--- config.mk ---
export PLATFORM = sky130hd
export DESIGN_NAME = hdmi_pattern_gen
export DESIGN_NICKNAME = d
export VERILOG_FILES = /design/src/rtl/hdmi_pattern_pkg.sv /design/src/rtl/hdmi_timing_counter.sv /design/src/rtl/hdmi_pattern_gen.sv
export SDC_FILE = /design/constraint.sdc
export NUM_CORES = 1
export LEC_CHECK = 0
export BUFFER_PORTS_ARGS = -buffer_cell sky130_fd_sc_hd__buf_2
export CORE_AREA = 2 2 88 90
export DETAILED_ROUTE_END_ITERATION = 8
export DIE_AREA = 0 0 90 92
export SETUP_SLACK_MARGIN = 0.15
export SLEW_MARGIN = 0
export SYNTH_ARGS = -nofsm -noshare
export SYNTH_HDL_FRONTEND = slang
export SYNTH_HIERARCHICAL = 1
export SYNTH_SLANG_ARGS = --single-unit
--- constraint.sdc ---
create_clock -name clk -period 4.95 [get_ports clk]
set_input_delay 0.7425 -clock clk [delete_from_list [all_inputs] [get_ports clk]]
set_output_delay 0.7425 -clock clk [all_outputs]
set_load 0.01 [all_outputs]
--- src/rtl/hdmi_pattern_pkg.sv ---
// rtl/hdmi_pattern_pkg.sv - timing defaults, mode encodings and colour constants for the HDMI pattern generator
package hdmi_pattern_pkg;

   localparam int DEF_H_ACTIVE = 640;
   localparam int DEF_H_FP     = 16;
   localparam int DEF_H_SYNC   = 96;
   localparam int DEF_H_BP     = 48;
   localparam int DEF_V_ACTIVE = 480;
   localparam int DEF_V_FP     = 10;
   localparam int DEF_V_SYNC   = 2;
   localparam int DEF_V_BP     = 33;

   localparam int H_TOTAL = DEF_H_ACTIVE + DEF_H_FP + DEF_H_SYNC + DEF_H_BP;
   localparam int V_TOTAL = DEF_V_ACTIVE + DEF_V_FP + DEF_V_SYNC + DEF_V_BP;

   typedef enum logic [2:0] {
      MODE_BLACK   = 3'd0,
      MODE_WHITE   = 3'd1,
      MODE_RED     = 3'd2,
      MODE_GREEN   = 3'd3,
      MODE_BLUE    = 3'd4,
      MODE_BARS    = 3'd5,
      MODE_CHECKER = 3'd6,
      MODE_GRAD    = 3'd7
   } mode_e;

   localparam logic [23:0] COL_BLACK   = 24'h000000;
   localparam logic [23:0] COL_WHITE   = 24'hFFFFFF;
   localparam logic [23:0] COL_RED     = 24'hFF0000;
   localparam logic [23:0] COL_GREEN   = 24'h00FF00;
   localparam logic [23:0] COL_BLUE    = 24'h0000FF;
   localparam logic [23:0] COL_YELLOW  = 24'hFFFF00;
   localparam logic [23:0] COL_CYAN    = 24'h00FFFF;
   localparam logic [23:0] COL_MAGENTA = 24'hFF00FF;

   // Classic colour-bar order, left to right.
   function automatic logic [23:0] bar_colour(input logic [2:0] idx);
      logic [23:0] c;
      case (idx)
         3'd0: c = COL_WHITE;
         3'd1: c = COL_YELLOW;
         3'd2: c = COL_CYAN;
         3'd3: c = COL_GREEN;
         3'd4: c = COL_MAGENTA;
         3'd5: c = COL_RED;
         3'd6: c = COL_BLUE;
         3'd7: c = COL_BLACK;
      endcase
      return c;
   endfunction

endpackage

--- src/rtl/hdmi_timing_counter.sv ---
// rtl/hdmi_timing_counter.sv - raster h/v counters with combinational sync and data-enable decode
module hdmi_timing_counter
   import hdmi_pattern_pkg::*;
#(
   parameter int H_ACTIVE = DEF_H_ACTIVE,
   parameter int H_FP     = DEF_H_FP,
   parameter int H_SYNC   = DEF_H_SYNC,
   parameter int H_BP     = DEF_H_BP,
   parameter int V_ACTIVE = DEF_V_ACTIVE,
   parameter int V_FP     = DEF_V_FP,
   parameter int V_SYNC   = DEF_V_SYNC,
   parameter int V_BP     = DEF_V_BP,
   parameter int HW       = $clog2(H_ACTIVE + H_FP + H_SYNC + H_BP),
   parameter int VW       = $clog2(V_ACTIVE + V_FP + V_SYNC + V_BP)
) (
   input  logic          clk,
   input  logic          reset,
   input  logic          pix_en,
   output logic [HW-1:0] h_cnt,
   output logic [VW-1:0] v_cnt,
   output logic          de,
   output logic          hsync,
   output logic          vsync,
   output logic          frame_end,
   output logic          origin
);

   localparam int LINE_LEN    = H_ACTIVE + H_FP + H_SYNC + H_BP;
   localparam int FRAME_LINES = V_ACTIVE + V_FP + V_SYNC + V_BP;

   logic h_last;
   logic v_last;

   assign h_last = (h_cnt == HW'(LINE_LEN - 1));
   assign v_last = (v_cnt == VW'(FRAME_LINES - 1));

   always_ff @(posedge clk or posedge reset) begin
      if (reset) begin
         h_cnt <= '0;
         v_cnt <= '0;
      end else if (pix_en) begin
         if (h_last) begin
            h_cnt <= '0;
            v_cnt <= v_last ? '0 : v_cnt + 1'b1;
         end else begin
            h_cnt <= h_cnt + 1'b1;
         end
      end
   end

   assign de        = (h_cnt < HW'(H_ACTIVE)) && (v_cnt < VW'(V_ACTIVE));
   assign hsync     = !((h_cnt >= HW'(H_ACTIVE + H_FP)) && (h_cnt < HW'(H_ACTIVE + H_FP + H_SYNC)));
   assign vsync     = !((v_cnt >= VW'(V_ACTIVE + V_FP)) && (v_cnt < VW'(V_ACTIVE + V_FP + V_SYNC)));
   assign frame_end = h_last && v_last;
   assign origin    = (h_cnt == '0) && (v_cnt == '0);

endmodule

--- src/rtl/hdmi_pattern_gen.sv ---
// rtl/hdmi_pattern_gen.sv - test-pattern source with registered sync/de/rgb; HDMI_PATTERN_SCROLL_EN adds horizontal scrolling
module hdmi_pattern_gen
   import hdmi_pattern_pkg::*;
#(
   parameter int H_ACTIVE = DEF_H_ACTIVE,
   parameter int H_FP     = DEF_H_FP,
   parameter int H_SYNC   = DEF_H_SYNC,
   parameter int H_BP     = DEF_H_BP,
   parameter int V_ACTIVE = DEF_V_ACTIVE,
   parameter int V_FP     = DEF_V_FP,
   parameter int V_SYNC   = DEF_V_SYNC,
   parameter int V_BP     = DEF_V_BP
) (
   input  logic        clk,
   input  logic        reset,
   input  logic        pix_en,
   input  logic [2:0]  mode,
   output logic        hsync,
   output logic        vsync,
   output logic        de,
   output logic [23:0] rgb,
   output logic        frame_start
);

   localparam int HW    = $clog2(H_ACTIVE + H_FP + H_SYNC + H_BP);
   localparam int VW    = $clog2(V_ACTIVE + V_FP + V_SYNC + V_BP);
   localparam int BAR_W = H_ACTIVE / 8;

   logic [HW-1:0] h_cnt;
   logic [VW-1:0] v_cnt;
   logic          de_c;
   logic          hsync_c;
   logic          vsync_c;
   logic          frame_end;
   logic          origin;
   mode_e         mode_q;
   logic [10:0]   px;
   logic [2:0]    bar_idx;
   logic          y5;
   logic [23:0]   pattern;

   hdmi_timing_counter #(
      .H_ACTIVE(H_ACTIVE), .H_FP(H_FP), .H_SYNC(H_SYNC), .H_BP(H_BP),
      .V_ACTIVE(V_ACTIVE), .V_FP(V_FP), .V_SYNC(V_SYNC), .V_BP(V_BP),
      .HW(HW), .VW(VW)
   ) u_timing (
      .clk(clk), .reset(reset), .pix_en(pix_en),
      .h_cnt(h_cnt), .v_cnt(v_cnt),
      .de(de_c), .hsync(hsync_c), .vsync(vsync_c),
      .frame_end(frame_end), .origin(origin)
   );

   // Sampled only on the last pixel so a whole frame always uses one pattern.
   always_ff @(posedge clk or posedge reset) begin
      if (reset)
         mode_q <= MODE_BLACK;
      else if (pix_en && frame_end)
         mode_q <= mode_e'(mode);
   end

`ifdef HDMI_PATTERN_SCROLL_EN
   logic [9:0] offset;

   // Advanced at the frame boundary so every pixel of a frame sees the same offset.
   always_ff @(posedge clk or posedge reset) begin
      if (reset)
         offset <= '0;
      else if (pix_en && frame_end)
         offset <= offset + 10'd1;
   end

   assign px      = 11'(h_cnt) + 11'(offset);
   assign bar_idx = 3'((px % H_ACTIVE) / BAR_W);
`else
   assign px      = 11'(h_cnt);
   assign bar_idx = 3'(px / BAR_W);
`endif

   assign y5 = |(v_cnt & VW'(32));

   always_comb begin
      pattern = COL_BLACK;
      case (mode_q)
         MODE_BLACK:   pattern = COL_BLACK;
         MODE_WHITE:   pattern = COL_WHITE;
         MODE_RED:     pattern = COL_RED;
         MODE_GREEN:   pattern = COL_GREEN;
         MODE_BLUE:    pattern = COL_BLUE;
         MODE_BARS:    pattern = bar_colour(bar_idx);
         MODE_CHECKER: pattern = (px[5] ^ y5) ? COL_WHITE : COL_BLACK;
         MODE_GRAD:    pattern = {3{px[9:2]}};
      endcase
   end

   always_ff @(posedge clk or posedge reset) begin
      if (reset) begin
         hsync       <= 1'b1;
         vsync       <= 1'b1;
         de          <= 1'b0;
         rgb         <= COL_BLACK;
         frame_start <= 1'b0;
      end else if (pix_en) begin
         hsync       <= hsync_c;
         vsync       <= vsync_c;
         de          <= de_c;
         rgb         <= de_c ? pattern : COL_BLACK;
         frame_start <= origin;
      end
   end

endmodule

Word-level counts from Yosys, hierarchy flattened
Memories as Yosys holds them, arrays and structs flattened.
Cells that the tools add are included.
- memories kept: 1
- memory bits (read-only): 192
- output and inout port bits: 28
- register bits after elaboration: 51
- reductions and logical operators: 12
- add/sub/neg operators: 2
- muxes and demuxes: 5
- bitwise gates (word level): 1
- eq/ne operators: 9
- magnitude comparators: 6
- div/mod/pow operators: 1
- memory list (memory ; words ; bits a word ; rd ports ; clocked after Yosys merged registers in ; wr ports ; line ; source):
    (name not given) ; 8 ; 24 ; 1 ; 0 ; 0 ; hdmi_pattern_pkg.sv:39 ; case (idx)
- operators by type and width (operator ; count):
    case mux 24 bit (8 select lines) ; 1
    2-to-1 mux 24 bit ; 2
    divider 10 x 7 -> 32 bit (second input constant) ; 1
    adder 10 x 1 -> 10 bit (second input constant) ; 2
    == test 10 bit (second input constant) ; 2
    logical NOT 10 bit ; 2
    less-than comparator 10 bit (second input constant) ; 2
    less-than comparator 10 x 9 -> 1 bit (second input constant) ; 2
    2-to-1 mux 10 bit ; 2
    == test 3 bit (second input constant) ; 4
    greater-or-equal comparator 10 bit (second input constant) ; 1
    greater-or-equal comparator 10 x 9 -> 1 bit (second input constant) ; 1
    == test 3 x 2 -> 1 bit (second input constant) ; 2
    logical AND 1 bit ; 6
    == test 3 x 1 -> 1 bit (second input constant) ; 1
    logical NOT 3 bit ; 1
    logical NOT 1 bit ; 2
    AND reduction 2 bit ; 1
    bitwise XOR 1 bit ; 1

Logic depth before layout (Yosys ltp)
Gate-level depths: netlist (run 1).
- depth after elaboration: 4
- depth in mapped cells: 11

Hierarchy
The synthesis (run 1) kept the hierarchy.
- by module, submodules not included (module ; cells each ; area an instance (µm²) ; times used ; seq. area each (µm²)):
    hdmi_pattern_gen ; 238 ; 2074.5 ; 1 ; 778.2
    hdmi_timing_counter ; 117 ; 1111.1 ; 1 ; 500.5

Least setup slack after synthesis (run 1)
No wires, ideal clock.
- path kind: register to register
- from: register u_timing.h_cnt[7]
- to: register rgb[16]
- period minus slack after synthesis: 2.723 ns
- library setup time: 0.073 ns
- arrival time: 2.650 ns
- cell stages (with the launch flop): 12
- required time: 4.877 ns
- path slack: 2.227 ns
- path through: dfrtp_1 > buf_6 > or2_1 > buf_6 > ha_1 > nor2b_1 > a21bo_4 > a211oi_1 > nand3b_1 > or4b_1 > buf_6 > a21oi_2
- longest elaborated chain between the ends: 4
- ends and longest elaborated chain (element ; line ; source):
    from (decl) ; hdmi_timing_counter.sv:19 ; output logic [HW-1:0] h_cnt,
    from (signal assigned) ; hdmi_timing_counter.sv:46 ; h_cnt <= h_cnt + 1'b1;
    divider 10 x 7 -> 32 bit ; hdmi_pattern_gen.sv:76 ; assign bar_idx = 3'(px / BAR_W);
    memory (8 x 24 bit) ; -- ;
    case mux 24 bit (8 select lines) ; hdmi_pattern_gen.sv:83 ; case (mode_q)
    2-to-1 mux 24 bit * ; hdmi_pattern_gen.sv:106 ; rgb <= de_c ? pattern : COL_BLACK;
    to (signal assigned) ; hdmi_pattern_gen.sv:106 ;
    to (decl) ; hdmi_pattern_gen.sv:21 ; output logic [23:0] rgb,
Mark *: on every way between the ends. The rest lies on a longest branch, timed or not.
A chain may end at the register's enable or synchronous reset.

Worst setup path after layout (run 1)
- from: register u_timing.h_cnt[7]
- to: register rgb[21]
Same word-level chain as after synthesis.

==> results.toml, run 1 <==
[status]
status = "finished, final reports clean"

[timing]
finalHoldViolCount = 0
period_share = 0.616
finalMaxSlewViolations = 0
fin_hold_ws_ps = 520
worst_slew_pin_slew_ps = 892
slew_headroom = 0.405
rsz0062_at_grt = "no"
min_period_ps = 3050
setup_viol = 0
setup-tns-final_ps = 0
clock.fmax_mhz = 328
fin_skew_ps = 8.47

[cts]
cts_resized = 0
postCtsHoldBufs = 0
clock-sinks = 51
htreeDepth = 2
clkSlewWorstSetupHoldPaths_ps = 90
cts_buffers = 5
ctsRootBufferMaster = "clkbuf_8"
worstSkewPairLatency_ps = 300
cts_tree = "yes"
post_cts_buffers = 0
clk_path_buf_depth = 2

[grt]
grt_overflow = 0
grtUsageTotal = 0.187
grt_max_degree = 39
grt_pass1_wl_mm = 12.7
grt_pass1_vias = 2476
antenna_found_initial = 0

[yosys]
synth.most_common_cell = "dfrtp_1"
ys_seq_area_frac = 0.401
synth_nets = 366
synth_ff_type = "dfrtp_1"
synth_top_area_cell = "dfrtp_1"
synth_area_leaders = "dfrtp_1, o21ai_0, a211oi_1, nor2_1, inv_1"
synth-edff-count = 0
ys_top_cells_by_count = "dfrtp_1, o21ai_0, nor2_1"
syn_avg_cell_area_sq_um = 8.97
netlist_area_sq_um = 3190
synth_async_sr_flop_share = 1.00
syn_inst = 355
synth.distinct_cells = 60
yosys_register_bits = 51
synth-warning-count = 6
synth_top_area_frac = 0.385

[floorplan]
die_w_um = 90
die_y_um = 92
pin_count = 34
dieArea_sq_um = 8280
core_area_sq_um = 7450
rows = 32
initial_core_util = 0.428

[cells_and_area]
layout-drive-gt1-share = 0.177
area.growth.synth_to_final_pct = 9.90
fin_nets = 389
antenna_cells = 0

[worst_setup_path]
cp.arrival_ps = 3290
slowest_delay_ps = 770
critPathLaunchType = "flip-flop"
path_cells = "or2_1 -> ha_1 -> nor2b_1 -> a21bo_4 -> a211oi_1 -> nand3b_1 -> or4b_1 -> a21oi_2"
critPathMaxFanout = 17
crit_type = "reg -> reg"
end_kind = "flip-flop"
cp_data_required_time_ps = 5180
slowest_stage = "or4b_1"

[detailed_routing]
postRouteAntennaNets = 0
wirelength_mm = 7.51
drt-met1-wl_mm = 3.68
wl_met3_um = 218
met2_length_mm = 3.53
drtPass1Iterations = 4
vias_per_cell = 5.63
top_layer_used = "met4"
drc = 0
wl_per_cell_um = 15.6
num_vias = 2707
drt_iter0_markers = 207

[placed_design]
port_buffers = 33
gp_congestion = 0.850
hpwlAfterDp_mm = 5.15

[pwr]
irDropWorstVdd_v = 0.000169
power.internal_w = 0.000636
pwr-share-comb = 0.124
power.switching_w = 0.000257
pwr-share-seq = 0.557
clockPowerShare = 0.319
swShare = 0.288
power_density_nw_per_um2 = 255
power.leakage_nw = 1.60

[job]
drv_cap = 0

[hold_path]
hold_path_class = "in -> async"
==> cells by family (layout without fill, tap and decap cells) <==
family	Yosys count	in the layout	share of synthesized area
buf+inv	47	71	0.0640
simple gates	124	124	0.214
flops	51	51	0.401
fa+ha+maj	5	5	0.0196
mux	11	11	0.0377
xor+xnor	13	13	0.0357
compound gates	104	104	0.228
==> state kept, by name (all words and copies together) (netlist names) <==
signal and count:
de 1, frame_start 1, hsync 1, mode_q 3
rgb 24, u_timing/h_cnt 10, u_timing/v_cnt 10, vsync 1
==> metrics by stage <==
step	worst slack (ps)	utilization	instances	area, sq um	power [W]
final	1900	0.470	481	3500	0.000893
after global routing	1710	0.470	481	3500	0.000941
after CTS	1900	0.470	481	3500	0.000903
after detailed placement	1920	0.456	473	3390	0.000616
after global placement	2000	0.456	473	3390	0.000614
after floorplan	2230	-	355	3190	0.000578
==> placed cells by master, fill, tap and decap left out, types with 5 or more instances in the layout <==
cell type,n
nand2_1,15
a21o_1,8
a21oi_1,13
nor2_1,29
buf_2,33
nor2b_1,10
inv_1,28
clkbuf_8,5
nand3_1,6
nor3_1,16
o21ai_0,32
xnor2_1,7
ha_1,5
or3_1,11
xor2_1,6
mux2_2,8
nand4_1,5
dfrtp_1,49
nand3b_1,5
and3_1,7
a21oi_2,7
a211oi_1,17
==> power groups by stage <==
stage,Clock (W),Sequential [W],Combinational [W]
floorplan,0,0.000477,0.000101
global placement,0,0.000506,0.000109
detailed placement,0,0.000506,0.000111
CTS,0.000294,0.000498,0.000111
global route,0.000312,0.000504,0.000126
finish,0.000285,0.000498,0.000111
==> cell type report <==
| type | count | area [sq um] |
|---|---|---|
| clock buffer | 7 | 76.3 |
| clock inverter | 1 | 30.0 |
| fill | 762 | 3950 |
| inverter | 28 | 105 |
| multi-input combinational | 257 | 1700 |
| sequential | 51 | 1280 |
| tap | 102 | 128 |
| timing repair buffer | 35 | 180 |
==> final timing paths <==
path	cells after the start	endpoint	startpoint	slack [ps]
max reg2reg	8	rgb[21]	u_timing/h_cnt[7]	1900
max	8	rgb[21]	u_timing/h_cnt[7]	1900
max in group asynchronous	2	u_timing/v_cnt[3]	reset	3850
min in group clk	2	rgb[14]	rgb[14]	520
min reg2reg	2	rgb[14]	rgb[14]	520
min	3	rgb[19]	reset	520
==> critical path: cells and delay by family, from the launching register on <==
kind,cells,cell delay [ps]
AOI/OAI and AO/OA,3,500
DFF,1,560
adders and majority gates,1,330
and+or+nand+nor,4,1610
==> metal layers <==
layer	vias up	global-route usage
li1	1318	-
met1	1320	0.267
met2	60	0.302
met3	9	0.0255
met4	0	0.0487
met5	-	0
Note: power is estimated with default switching activity, not from simulation.
==> inputs of run 2 (changes only) <==
==> constraint.sdc (replaced) <==
create_clock -name clk -period 2.9 [get_ports clk]
set_input_delay 0.435 -clock clk [delete_from_list [all_inputs] [get_ports clk]]
set_output_delay 0.435 -clock clk [all_outputs]
set_load 0.01 [all_outputs]
==> run 2 against run 1 <==
  * Via count increased by 0.37%
  * Register-to-register slack got worse by 1600 ps
  * Cell count increased by 2.7%
  * Setup slack got worse by 1600 ps
==> results.toml, run 2 (same netlist as run 1, synthesis figures left out) <==
[status]
status = "finished, final reports clean"

[detailed_routing]
postRouteAntennaNets = 0
wl_per_cell_um = 15.4
drc = 0
drt_iter0_markers = 229
vias_per_cell = 5.50
drtPass1Iterations = 4
wirelength_mm = 7.60
num_vias = 2717

[timing]
slew_headroom = 0.414
period_share = 0.898
fin_ws_ps = 296
setup-tns-final_ps = 0
finalMaxSlewViolations = 0
setup_viol = 0
finalHoldViolCount = 0
clock.fmax_mhz = 384
fin_skew_ps = 11.5
min_period_ps = 2600
rsz0062_at_grt = "no"
worst_slew_pin_slew_ps = 876

[worst_setup_path]
cp.arrival_ps = 2840
cp_data_required_time_ps = 3130
ff2ff_path_depth = 8
crit_type = "reg -> reg"
r2r-start = "u_timing/h_cnt[7]"
reg2reg_slack_ps = 300
end_kind = "flip-flop"
critPathLaunchType = "flip-flop"
critPathMaxFanout = 8
reg2reg_to = "rgb[21]"
startpoint = "u_timing/h_cnt[7]"

[floorplan]
pin_count = 34
core_area_sq_um = 7450
die_w_um = 90
die_y_um = 92
rows = 32
dieArea_sq_um = 8280
initial_core_util = 0.428

[cts]
htreeDepth = 2
clk_path_buf_depth = 2
clock-sinks = 51
clkSlewWorstSetupHoldPaths_ps = 100
postCtsHoldBufs = 0
cts_tree = "yes"
worstSkewPairLatency_ps = 300
cts_buffers = 5
ctsRootBufferMaster = "clkbuf_8"

[grt]
antenna_found_initial = 0
grt_pass1_wl_mm = 12.6
grt_pass1_vias = 2509
grt_max_degree = 32
grt_overflow = 0
grtUsageTotal = 0.186

[cells_and_area]
layout_common_cells = "dfrtp_1, buf_2, o21ai_0, nor2_1, inv_1"
fin_nets = 402
reg_top3 = "rgb (24), u_timing/h_cnt (10), u_timing/v_cnt (10)"
area.growth.synth_to_final_pct = 12.4
largest_reg_flops = 24
antenna_cells = 0
layout-drive-gt1-share = 0.209
max_flop_register = "rgb"
final_common_cell = "dfrtp_1"

[pwr]
power_density_nw_per_um2 = 409
irDropWorstVdd_v = 0.000263
swShare = 0.311
power.switching_w = 0.000455
power.internal_w = 0.00101
report.power.total_w = 0.00146
pwr-share-seq = 0.567
clockPowerShare = 0.279
power.leakage_nw = 1.66
pwr-share-comb = 0.154

[placed_design]
port_buffers = 33
hpwlAfterDp_mm = 5.31
dp_worst_setup_slack_ps = 118
gp_congestion = 0.901

[hold_path]
hold_path_class = "in -> async"

[job]
drv_cap = 0
run 2: cell count changes in the layout (fill, tap and decap cells not counted), sizes merged:
cell and delta:
bufinv -1, clkbuf -1, buf +13, clkinv +1, clkinvlp +1
run 2: what timing repair did:
item | 4_1_cts | 5_1_grt
setup endpoints to repair | 8 | 0
gates resized for setup | 1 | 0
buffers inserted | 0 | 0
run 2: layout make-up:
class | count | area (sq um)
tap | 102 | 128
inverter | 28 | 105
clock buffer | 6 | 72.6
clock inverter | 2 | 12.5
sequential | 51 | 1280
multi-input combinational | 257 | 1710
fill | 751 | 3870
timing repair buffer | 48 | 278
run 2: power groups by stage:
stage	Combinational [W]	Sequential, W	Clock [W]
after floorplan	0.000173	0.000815	0
after global placement	0.000222	0.000843	0
after detailed placement	0.000223	0.000843	0
after CTS	0.000225	0.000829	0.000420
after global routing	0.000259	0.000841	0.000449
final	0.000225	0.000830	0.000409
run 2: layer usage:
layer | vias to the layer above | wire, um | global-route usage
li1 | 1353 | - | -
met1 | 1289 | 3650 | 0.268
met2 | 67 | 3530 | 0.293
met3 | 8 | 318 | 0.0288
met4 | 0 | 100 | 0.0474
met5 | - | 0 | 0
run 2: how the worst max path moves through the flow:
stage,endpoint,slack (ps),cells after the start
6_report,rgb[21],300,8
5_1_grt,rgb[20],150,8
4_1_cts,rgb[21],300,8
3_5_place_dp,rgb[20],120,8
3_3_place_gp,rgb[22],200,8
2_1_floorplan,rgb[16],180,11
run 2: worst max-delay path, stage by stage, from the launching register on:
cell and delay, ps:
dfrtp_1 380, or2_1 300, ha_1 350, nor2b_1 260, a21bo_4 210, a211oi_1 90, nand3b_1 170, or4b_4 630
a21oi_2 150
run 2: through the flow:
step                      std cells  hold WS [ps]  instance area [sq um]  utilization
after global placement          486           490                   3490        0.469
final                           494           214                   3580        0.481
after detailed placement        486           494                   3490        0.469
after CTS                       494           229                   3580        0.481
after global routing            494           253                   3580        0.481
after floorplan                 355           399                   3190            -
